`src/rtl/i2s_frame_read_scheduler_pkg.sv`:
```
// Shared constants and FSM state type for the I2S frame read scheduler.
package i2s_frame_read_scheduler_pkg;

  localparam int unsigned WORDS_PER_FRAME = 8;
  localparam int unsigned BITS_PER_WORD   = 32;
  localparam int unsigned FRAME_BITS      = WORDS_PER_FRAME * BITS_PER_WORD;
  localparam int unsigned WORD_IDX_W      = $clog2(WORDS_PER_FRAME);
  localparam int unsigned BIT_IDX_W       = $clog2(BITS_PER_WORD);

  typedef enum logic [1:0] {
    IDLE = 2'd0,
    READ = 2'd1,
    HOLD = 2'd2
  } state_t;

endpackage

```
`src/rtl/i2s_bit_packer.sv`:
```
// Serial-in word packer: issues 32 RAM bit reads and shifts the returned
// bits in MSB first, one cycle behind the read strobe.
module i2s_bit_packer
  import i2s_frame_read_scheduler_pkg::*;
(
  input  logic                     clk_i,
  input  logic                     rst_i,
  input  logic                     run_i,
  input  logic                     bit_i,
  output logic                     rd_en_o,
  output logic [BIT_IDX_W-1:0]     bit_idx_o,
  output logic [BITS_PER_WORD-1:0] word_o,
  output logic                     done_o
);

  // issue_cnt counts issued reads; its MSB marks all 32 addresses sent
  logic [BIT_IDX_W:0] issue_cnt;
  logic               rd_en_q;

  // Read strobe while addresses remain; done when the last returned bit lands
  always_comb begin
    rd_en_o   = run_i && !issue_cnt[BIT_IDX_W];
    bit_idx_o = issue_cnt[BIT_IDX_W-1:0];
    done_o    = rd_en_q && issue_cnt[BIT_IDX_W];
  end

  // Address counter plus shift register fed by the delayed read strobe
  always_ff @(posedge clk_i or posedge rst_i) begin
    if (rst_i) begin
      issue_cnt <= '0;
      rd_en_q   <= 1'b0;
      word_o    <= '0;
    end else begin
      rd_en_q <= rd_en_o;
      if (!run_i)
        issue_cnt <= '0;
      else if (rd_en_o)
        issue_cnt <= issue_cnt + (BIT_IDX_W+1)'(1);
      if (rd_en_q)
        word_o <= {word_o[BITS_PER_WORD-2:0], bit_i};
    end
  end

endmodule

```
`src/rtl/i2s_frame_read_scheduler.sv`:
```
// Reads completed 256-bit frames out of the capture ring and streams them
// as eight 32-bit words, tracking availability and writer overrun.
module i2s_frame_read_scheduler
  import i2s_frame_read_scheduler_pkg::*;
#(
  parameter int unsigned CIRC_BUF_BITS = 3
) (
  input  logic                                        clk_i,
  input  logic                                        rst_i,
  input  logic                                        enable_i,
  input  logic [CIRC_BUF_BITS-1:0]                    last_good_frame_idx_i,
  output logic [CIRC_BUF_BITS+$clog2(FRAME_BITS)-1:0] ram_read_addr_o,
  output logic                                        ram_read_en_o,
  input  logic                                        ram_read_data_i,
  output logic [BITS_PER_WORD-1:0]                    word_data_o,
  output logic                                        word_valid_o,
  input  logic                                        word_ready_i,
  output logic                                        word_last_o,
  output logic                                        word_err_o,
  output logic [CIRC_BUF_BITS-1:0]                    frame_idx_o,
  output logic                                        overrun_o
);

  localparam int unsigned            AVAIL_W   = CIRC_BUF_BITS + 1;
  localparam logic [AVAIL_W-1:0]     AVAIL_MAX = AVAIL_W'((1 << CIRC_BUF_BITS) - 1);
  localparam logic [WORD_IDX_W-1:0]  LAST_WORD = WORD_IDX_W'(WORDS_PER_FRAME - 1);

  state_t                   state, state_d;
  logic [CIRC_BUF_BITS-1:0] last_good_q;
  logic                     armed, armed_d;
  logic [AVAIL_W-1:0]       avail, avail_d;
  logic [CIRC_BUF_BITS-1:0] rd_frame, rd_frame_d;
  logic                     err_r, err_d;
  logic                     en_drop_r, en_drop_d;
  logic [WORD_IDX_W-1:0]    word_idx;
  logic                     ev_en, handshake, frame_done, overrun_d;
  logic                     pk_rd_en, pk_done;
  logic [BIT_IDX_W-1:0]     pk_bit_idx;
  logic [BITS_PER_WORD-1:0] pk_word;

  i2s_bit_packer u_packer (
    .clk_i     (clk_i),
    .rst_i     (rst_i),
    .run_i     (state == READ),
    .bit_i     (ram_read_data_i),
    .rd_en_o   (pk_rd_en),
    .bit_idx_o (pk_bit_idx),
    .word_o    (pk_word),
    .done_o    (pk_done)
  );

  // Frame accounting: event detection, availability, read pointer, overrun.
  // Completion takes priority; an overrun-marked frame resyncs to the newest
  // index instead of advancing, and an enable drop seen during the frame
  // disarms at completion.
  always_comb begin
    ev_en      = (last_good_frame_idx_i != last_good_q) && enable_i;
    handshake  = (state == HOLD) && word_ready_i;
    frame_done = handshake && (word_idx == LAST_WORD);
    armed_d    = armed;
    avail_d    = avail;
    rd_frame_d = rd_frame;
    err_d      = err_r;
    en_drop_d  = en_drop_r;
    overrun_d  = 1'b0;
    if ((state != IDLE) && !enable_i)
      en_drop_d = 1'b1;
    if (frame_done) begin
      en_drop_d = 1'b0;
      err_d     = 1'b0;
      if (en_drop_r || !enable_i) begin
        armed_d = 1'b0;
        avail_d = '0;
      end else if (err_r) begin
        rd_frame_d = last_good_frame_idx_i;
        avail_d    = AVAIL_W'(1);
      end else begin
        rd_frame_d = rd_frame + CIRC_BUF_BITS'(1);
        if (!ev_en)
          avail_d = avail - AVAIL_W'(1);
      end
    end else if ((state == IDLE) && !enable_i) begin
      armed_d = 1'b0;
      avail_d = '0;
    end else if (ev_en) begin
      if (!armed) begin
        armed_d    = 1'b1;
        avail_d    = AVAIL_W'(1);
        rd_frame_d = last_good_frame_idx_i;
      end else if (err_r) begin
        avail_d = avail;
      end else if (avail == AVAIL_MAX) begin
        overrun_d = 1'b1;
        if (state == IDLE) begin
          rd_frame_d = last_good_frame_idx_i;
          avail_d    = AVAIL_W'(1);
        end else begin
          err_d = 1'b1;
        end
      end else begin
        avail_d = avail + AVAIL_W'(1);
      end
    end
  end

  // Accounting registers and word index
  always_ff @(posedge clk_i or posedge rst_i) begin
    if (rst_i) begin
      last_good_q <= '0;
      armed       <= 1'b0;
      avail       <= '0;
      rd_frame    <= '0;
      err_r       <= 1'b0;
      en_drop_r   <= 1'b0;
      word_idx    <= '0;
    end else begin
      last_good_q <= last_good_frame_idx_i;
      armed       <= armed_d;
      avail       <= avail_d;
      rd_frame    <= rd_frame_d;
      err_r       <= err_d;
      en_drop_r   <= en_drop_d;
      if (handshake)
        word_idx <= word_idx + WORD_IDX_W'(1);
    end
  end

  // FSM state register
  always_ff @(posedge clk_i or posedge rst_i) begin
    if (rst_i)
      state <= IDLE;
    else
      state <= state_d;
  end

  // FSM next state; after the last word, restart at once if frames remain
  always_comb begin
    state_d = state;
    case (state)
      IDLE: if (armed && (avail != '0) && enable_i) state_d = READ;
      READ: if (pk_done) state_d = HOLD;
      HOLD: begin
        if (word_ready_i) begin
          if (word_idx != LAST_WORD)
            state_d = READ;
          else if (armed_d && (avail_d != '0) && enable_i)
            state_d = READ;
          else
            state_d = IDLE;
        end
      end
      default: state_d = IDLE;
    endcase
  end

  // FSM outputs
  always_comb begin
    ram_read_addr_o = {rd_frame, word_idx, pk_bit_idx};
    ram_read_en_o   = pk_rd_en;
    word_data_o     = pk_word;
    word_valid_o    = (state == HOLD);
    word_last_o     = (state == HOLD) && (word_idx == LAST_WORD);
    word_err_o      = (state == HOLD) && (word_idx == LAST_WORD) && err_r;
    frame_idx_o     = rd_frame;
    overrun_o       = overrun_d;
  end

endmodule

```
`config.mk`:
```
export PLATFORM = sky130hd
export DESIGN_NAME = i2s_frame_read_scheduler
export DESIGN_NICKNAME = d
export VERILOG_FILES = /design/src/rtl/i2s_frame_read_scheduler_pkg.sv /design/src/rtl/i2s_bit_packer.sv /design/src/rtl/i2s_frame_read_scheduler.sv
export SDC_FILE = /design/constraint.sdc
export NUM_CORES = 1
export LEC_CHECK = 0
export ABC_AREA = 1
export BUFFER_PORTS_ARGS = -buffer_cell sky130_fd_sc_hd__buf_2
export CAP_MARGIN = 30
export CORE_MARGIN = 3
export CORE_UTILIZATION = 58
export CTS_CLUSTER_SIZE = 30
export DETAILED_ROUTE_END_ITERATION = 7
export PLACE_DENSITY = 0.8
export SETUP_SLACK_MARGIN = 0.4
export SLEW_MARGIN = 20
export SYNTH_ARGS = -nofsm -noshare
export SYNTH_HDL_FRONTEND = slang
export SYNTH_SLANG_ARGS = --single-unit
```
`constraint.sdc`:
```
create_clock -name clk_i -period 4 [get_ports clk_i]
set_clock_uncertainty 0.15 [all_clocks]
set_input_delay 1.2 -clock clk_i [delete_from_list [all_inputs] [get_ports clk_i]]
set_output_delay 1.2 -clock clk_i [all_outputs]
set_load 0.05 [all_outputs]
```
## Word level (Yosys, flattened, before mapping)

Index checks and enable logic that the tools add are counted.

- Flip-flop bits (word level): 57
- Input bits: 8
- Output and inout port bits: 51
- Word-level logic and storage cells: 103

- $add $sub $neg: 5
- Equal/unequal tests: 15
- Multiplexer cells: 46
- Reduce and logical (&&, ||, !) cells: 26

Operators by type and width:

| kind | number |
|---|---|
| $mux W4 | 10 |
| $mux W3 | 9 |
| $mux W1 | 21 |
| $logic_and A1 B1 Y1 | 13 |
| $mux W6 | 2 |
| $ne A2 B2 Y1 const B | 4 |
| $reduce_bool A2 Y1 | 4 |
| $reduce_bool A4 Y1 | 2 |
| $add A3 B1 Y3 const B | 2 |
| $add A6 B1 Y6 const B | 1 |
| $mux W2 | 3 |
| $ne A3 B1 Y1 const B | 2 |
| $pmux W2 S3 | 1 |
| $reduce_and A3 Y1 | 2 |
| $reduce_and A6 Y1 | 1 |
| $add A4 B1 Y4 const B | 1 |
| $eq A4 B3 Y1 const B | 1 |
| $ne A2 B1 Y1 const B | 2 |
| $sub A4 B1 Y4 const B | 1 |
| $eq A3 B3 Y1 const B | 1 |
| $ne A3 B2 Y1 const B | 1 |
| $ne A3 B3 Y1 | 1 |
| $ne A3 B3 Y1 const B | 1 |
| $eq A2 B1 Y1 const B | 1 |
| other kinds (4) | 5 |

## Logic depth before layout (Yosys ltp)

- Depth after elaboration: 15
- Depth in mapped cells: 16
- Depth with buffers taken out: 16

## Modules after synthesis

From an unflattened synthesis, not the netlist that was laid out.

- Cells, all modules: 346
- Area total of the unflattened synthesis: 2,882.8 µm²

Modules (own cells, without submodules):

| module | instances | cells each | area each (µm²) |
|---|---|---|---|
| i2s_bit_packer | 1 | 163 | 1,615.3 |
| i2s_frame_read_scheduler | 1 | 183 | 1,267.5 |

## Least setup slack after synthesis

No wires, ideal clock.

- Path kind: input to output
- Start: in last_good_frame_idx_i[0]
- End: out overrun_o
- Arrival time: 2.642 ns
- Slack: 0.008 ns
- Stages on the path: 6
- Buffers on the path: 0
- Cell sequence: inv_1 -> nand2_1 -> nand2_1 -> nand3_2 -> nand2_1 -> nor3_1

- Word-level cells in the longest chain between the ends: 5

RTL lines:

| item | line | source |
|---|---|---|
| start: declaration | i2s_frame_read_scheduler.sv:11 | `input logic [CIRC_BUF_BITS-1:0] last_good_frame_idx_i,` |
| $ne A3 B3 Y1 | i2s_frame_read_scheduler.sv:57 | `ev_en = (last_good_frame_idx_i != last_good_q) && enable_i;` |
| $logic_and A1 B1 Y1 | i2s_frame_read_scheduler.sv:57 |  |
| $mux W1 | i2s_frame_read_scheduler.sv:85 | `end else if (ev_en) begin` |
| $mux W1 | i2s_frame_read_scheduler.sv:82 | `end else if ((state == IDLE) && !enable_i) begin` |
| $mux W1 | i2s_frame_read_scheduler.sv:68 | `if (frame_done) begin` |
| end: declaration | i2s_frame_read_scheduler.sv:21 | `output logic overrun_o` |

No other way between the ends.

## Worst setup path in the final report

Same ends and word-level chain as after synthesis.

==> impl_results.md <==
- Grt met2 use: between 30% and 40%
- Critical path's top delay family: simple AND/OR/NAND/NOR gates
- RD Place Congestion: between 0.9 and 1
- Power density over the cells: ~900 mW/mm^2
- FF-to-FF path depth: 10
- Core box area: approximately 0.0045 mm^2
- Hold Path Class: register to register
- Async S/R FF share, synth: between 90% and 100%
- Gr usage total: approximately 23%
- Total number of yosys warnings: 0
- Xor/xnor share of the synthesized area: approximately 1.9%
- I/O pins: between 50 and 60
- Cell Area, Synth: 0.00280 mm^2
- Worst-margin pin slew: between 0.4 and 0.5 ns
- Max VDD drop: approximately 0.66 mV
- Worst-Skew Late Latency: between 0.3 and 0.4 ns
- CP bufs+invs: 3
- Cell count along the critical path: 8
- Routed Antenna Nets: 0
- Crit path required time: 2.65 ns
- Die Footprint: between 0.005 and 0.006 mm^2
- Post-synthesis compound-gate area fraction: approximately 4.3%
- WS Path Type: input port to output port
- Mux share of post-synthesis cell area: less than 1%
- First-pass GRT wire length: between 9000 and 10000 um
- NetSw: approximately 1500 uW
- Placed wire-length estimate: between 4000 and 5000 um
- CP max FO: 7
- Share of cells above drive strength 1: 22.2%
- Simple-Gate Fraction of Synth Area: 31.6%
- Final wirelength: approximately 6000 um
- Most frequent CP cell: nand2_1
- Initial core utilization: ~62%
- Avg Vias per Cell: 5.00
- Leading cell types by count after synthesis: 157 x nand2_1, 57 x dfrtp_1, 32 x inv_1
- Main combinational cell family by area after synthesis: simple AND/OR/NAND/NOR gates
- Library cells used by synthesis: 27
- EDFF count, synth: 0
- Largest net degree at the start of global routing: a little over 40
- Grt met3 use: between 6 and 7%
- Clk buf depth: 2
- Clock sinks: 57
- Switching Share: between 50 and 60%
- Pleak: a little under 0.002 uW
- FMAX: 290 MHz
- Max Cap Violations: 0
- Initial DRC count: about 230
- Dominant cells by area after synthesis: dfrtp_1 51%, nand2_1 21%, inv_1 4.3%, nand3_1 3.6%, ha_1 2.7%
- Part of the power in combinational logic: between 40 and 50%
- Reg clk slew, reported paths: approximately 0.070 ns
- Vias in the first global route: roughly 2.2k
- Sequential Power Share: around a third
- Outcome: finished clean
- Slew Viols, Final: 0
- Initial antenna violation count: 0
- Crit path launch: last_good_frame_idx_i[0]
- P_int: ~1400 uW
- Post-synthesis adder-cell area fraction: 2.68%
- H-Tree Depth: 3
- GRT busiest layer: met2
- Hold Vio Cnt, Final: 0
- RSZ-0062 raised after global routing: no
- Chip width: 75.4 um
- Endpoints failing setup: 0
- Reg-to-reg slack, setup: between 1.5 and 2 ns
- Hold_sp: u_packer.word_o[31]
- Critical path's slowest cell: clkbuf_4
- Dominant synthesized flop cell: dfrtp_1
- Tot Pwr: roughly 3000 uW
- DRT Pass-1 Iters: 5
- Clock Tree Root: clkbuf_8
- Gate Count Post-Synth: ~350
- Seq/Total Area, Yosys: about 51%
- Final Net Count: ~420
- Max incr delay on CP: between 0.2 and 0.3 ns
- Hold depth: 2
- Total CTS buffers: 9
- Total gr overflow: 0
- ANT cells: 0
- CTS tree: yes
- Site Rows: 24
- Routed WL per cell: roughly 13 um
- FF+latch count, synth: between 50 and 60
- Clock period minus final worst setup slack: 3.45 ns
- Yosys top cell by area: dfrtp_1
- Via count: 2335
- Yosys top cell area share: roughly half
- Syn avg cell area: 7.90 um^2
- Syn Nets: ~370
- Vert. Die Dim: around 75 um
- Worst-path cell chain: buf_2 > inv_1 > nand2_1 > nand2_1 > nand3_2 > nand2_2 > nor3_2 > clkbuf_4
- Reg2Reg Launch Point: word_idx[0]
- Fin Setup TNS: 0 ns
- Clk network pwr share: a little under a fifth
- Most frequent cell after synthesis: nand2_1
- # Post-CTS Setup Buffers: 0
- Final period util: a little under nine tenths
- Setup crit start kind: input port
- CP arrival: 2.10 ns
- DRC: 0
- Area growth, synth to finish: 17.7%
- # port buffers: 58
- GR met1 Demand/Resource: approximately 31%
- Worst Setup End Kind: output port
- Slew margin rel.: 67.5%
logic make-up after synthesis:
group | Yosys count
multiplexers | 1
flip-flops | 57
XOR/XNOR | 6
AND/OR/NAND/NOR | 212
AO/OA/AOI/OAI | 22
buffers and inverters | 50
adder cells (fa/ha/maj) | 6
routing by layer:
layer	share of wire, %	vias up
met3	6.5	12
li1	-	1199
met2	45	77
met1	47	1047
met5	0	-
met4	2.4	0
power by group through the flow:
stage / clock network, uW / registers [uW] / logic, uW
finish: 549 / 951 / 1460
global route: 584 / 984 / 1580
CTS: 561 / 952 / 1470
detailed placement: 0 / 959 / 1470
global placement: 0 / 953 / 1450
floorplan: 0 / 1480 / 633
path summary, 6_finish.rpt:
kind,end
hold reg to reg,u_packer.word_o[31]
min in group asynchronous,state[0]
hold / removal,u_packer.word_o[31]
max in group asynchronous,frame_idx_o[1]
setup reg to reg,frame_idx_o[0]
setup / recovery,overrun_o
registers in the layout, indices dropped and copies added (netlist names):
register	cells
u_packer.word_o	32
u_packer.issue_cnt	6
avail	4
frame_idx_o	3
last_good_q	3
word_idx	3
state	2
armed	1
en_drop_r	1
err_r	1
u_packer.rd_en_q	1
worst min-delay path, stage by stage, from the launching register on:
cell     delay, ns
dfrtp_1       0.34
nand2_1       0.05
nand2_1       0.05
cell type report:
type / instances / area (um^2)
clock buffers: 10 / 138
fillers: 353 / 1210
inverters: 34 / 130
multi-input cells: 247 / 1150
well taps: 52 / 65.1
flip-flops and latches: 57 / 1430
clock inverters: 6 / 66.3
repair buffers: 61 / 315
stage by stage:
step	utilization, %	cell area [um^2]	cells	hold WS (ns)	setup slack [ns]
global route	73.1	3290	467	0.363	0.468
CTS	72.9	3290	467	0.322	0.440
finish	73.1	3290	467	0.317	0.554
detailed placement	68.4	3080	451	0.304	0.442
floorplan	-	2800	354	0.313	0.432
global placement	68.4	3080	451	0.300	0.478
placed cells by master (no fill, tap or decap):
cell type   count
a21oi_1         6
a31o_2          1
a31oi_1         3
and3_1          1
buf_2          57
buf_4           3
bufinv_16       1
clkbuf_4        1
clkbuf_8       10
clkinv_2        1
clkinvlp_4      3
dfrtp_1        57
ha_1            6
inv_1          31
inv_2           2
inv_4           1
inv_6           1
mux2_2          1
nand2_1       156
nand2_2         2
nand2_4         1
nand3_1        20
nand3_2         1
nor2_1         20
nor2_2          2
nor2_4          2
nor2_8          1
nor3_1          5
nor3_2          1
o21a_1          1
o21ai_0        11
xnor2_1         3
xor2_1          3
timing repair:
action | in CTS | in global routing
setup endpoints to repair | 0 | 1
gates resized for setup | 0 | 2
hold buffers | 0 | 0
Note: power is estimated with default switching activity, not from simulation.
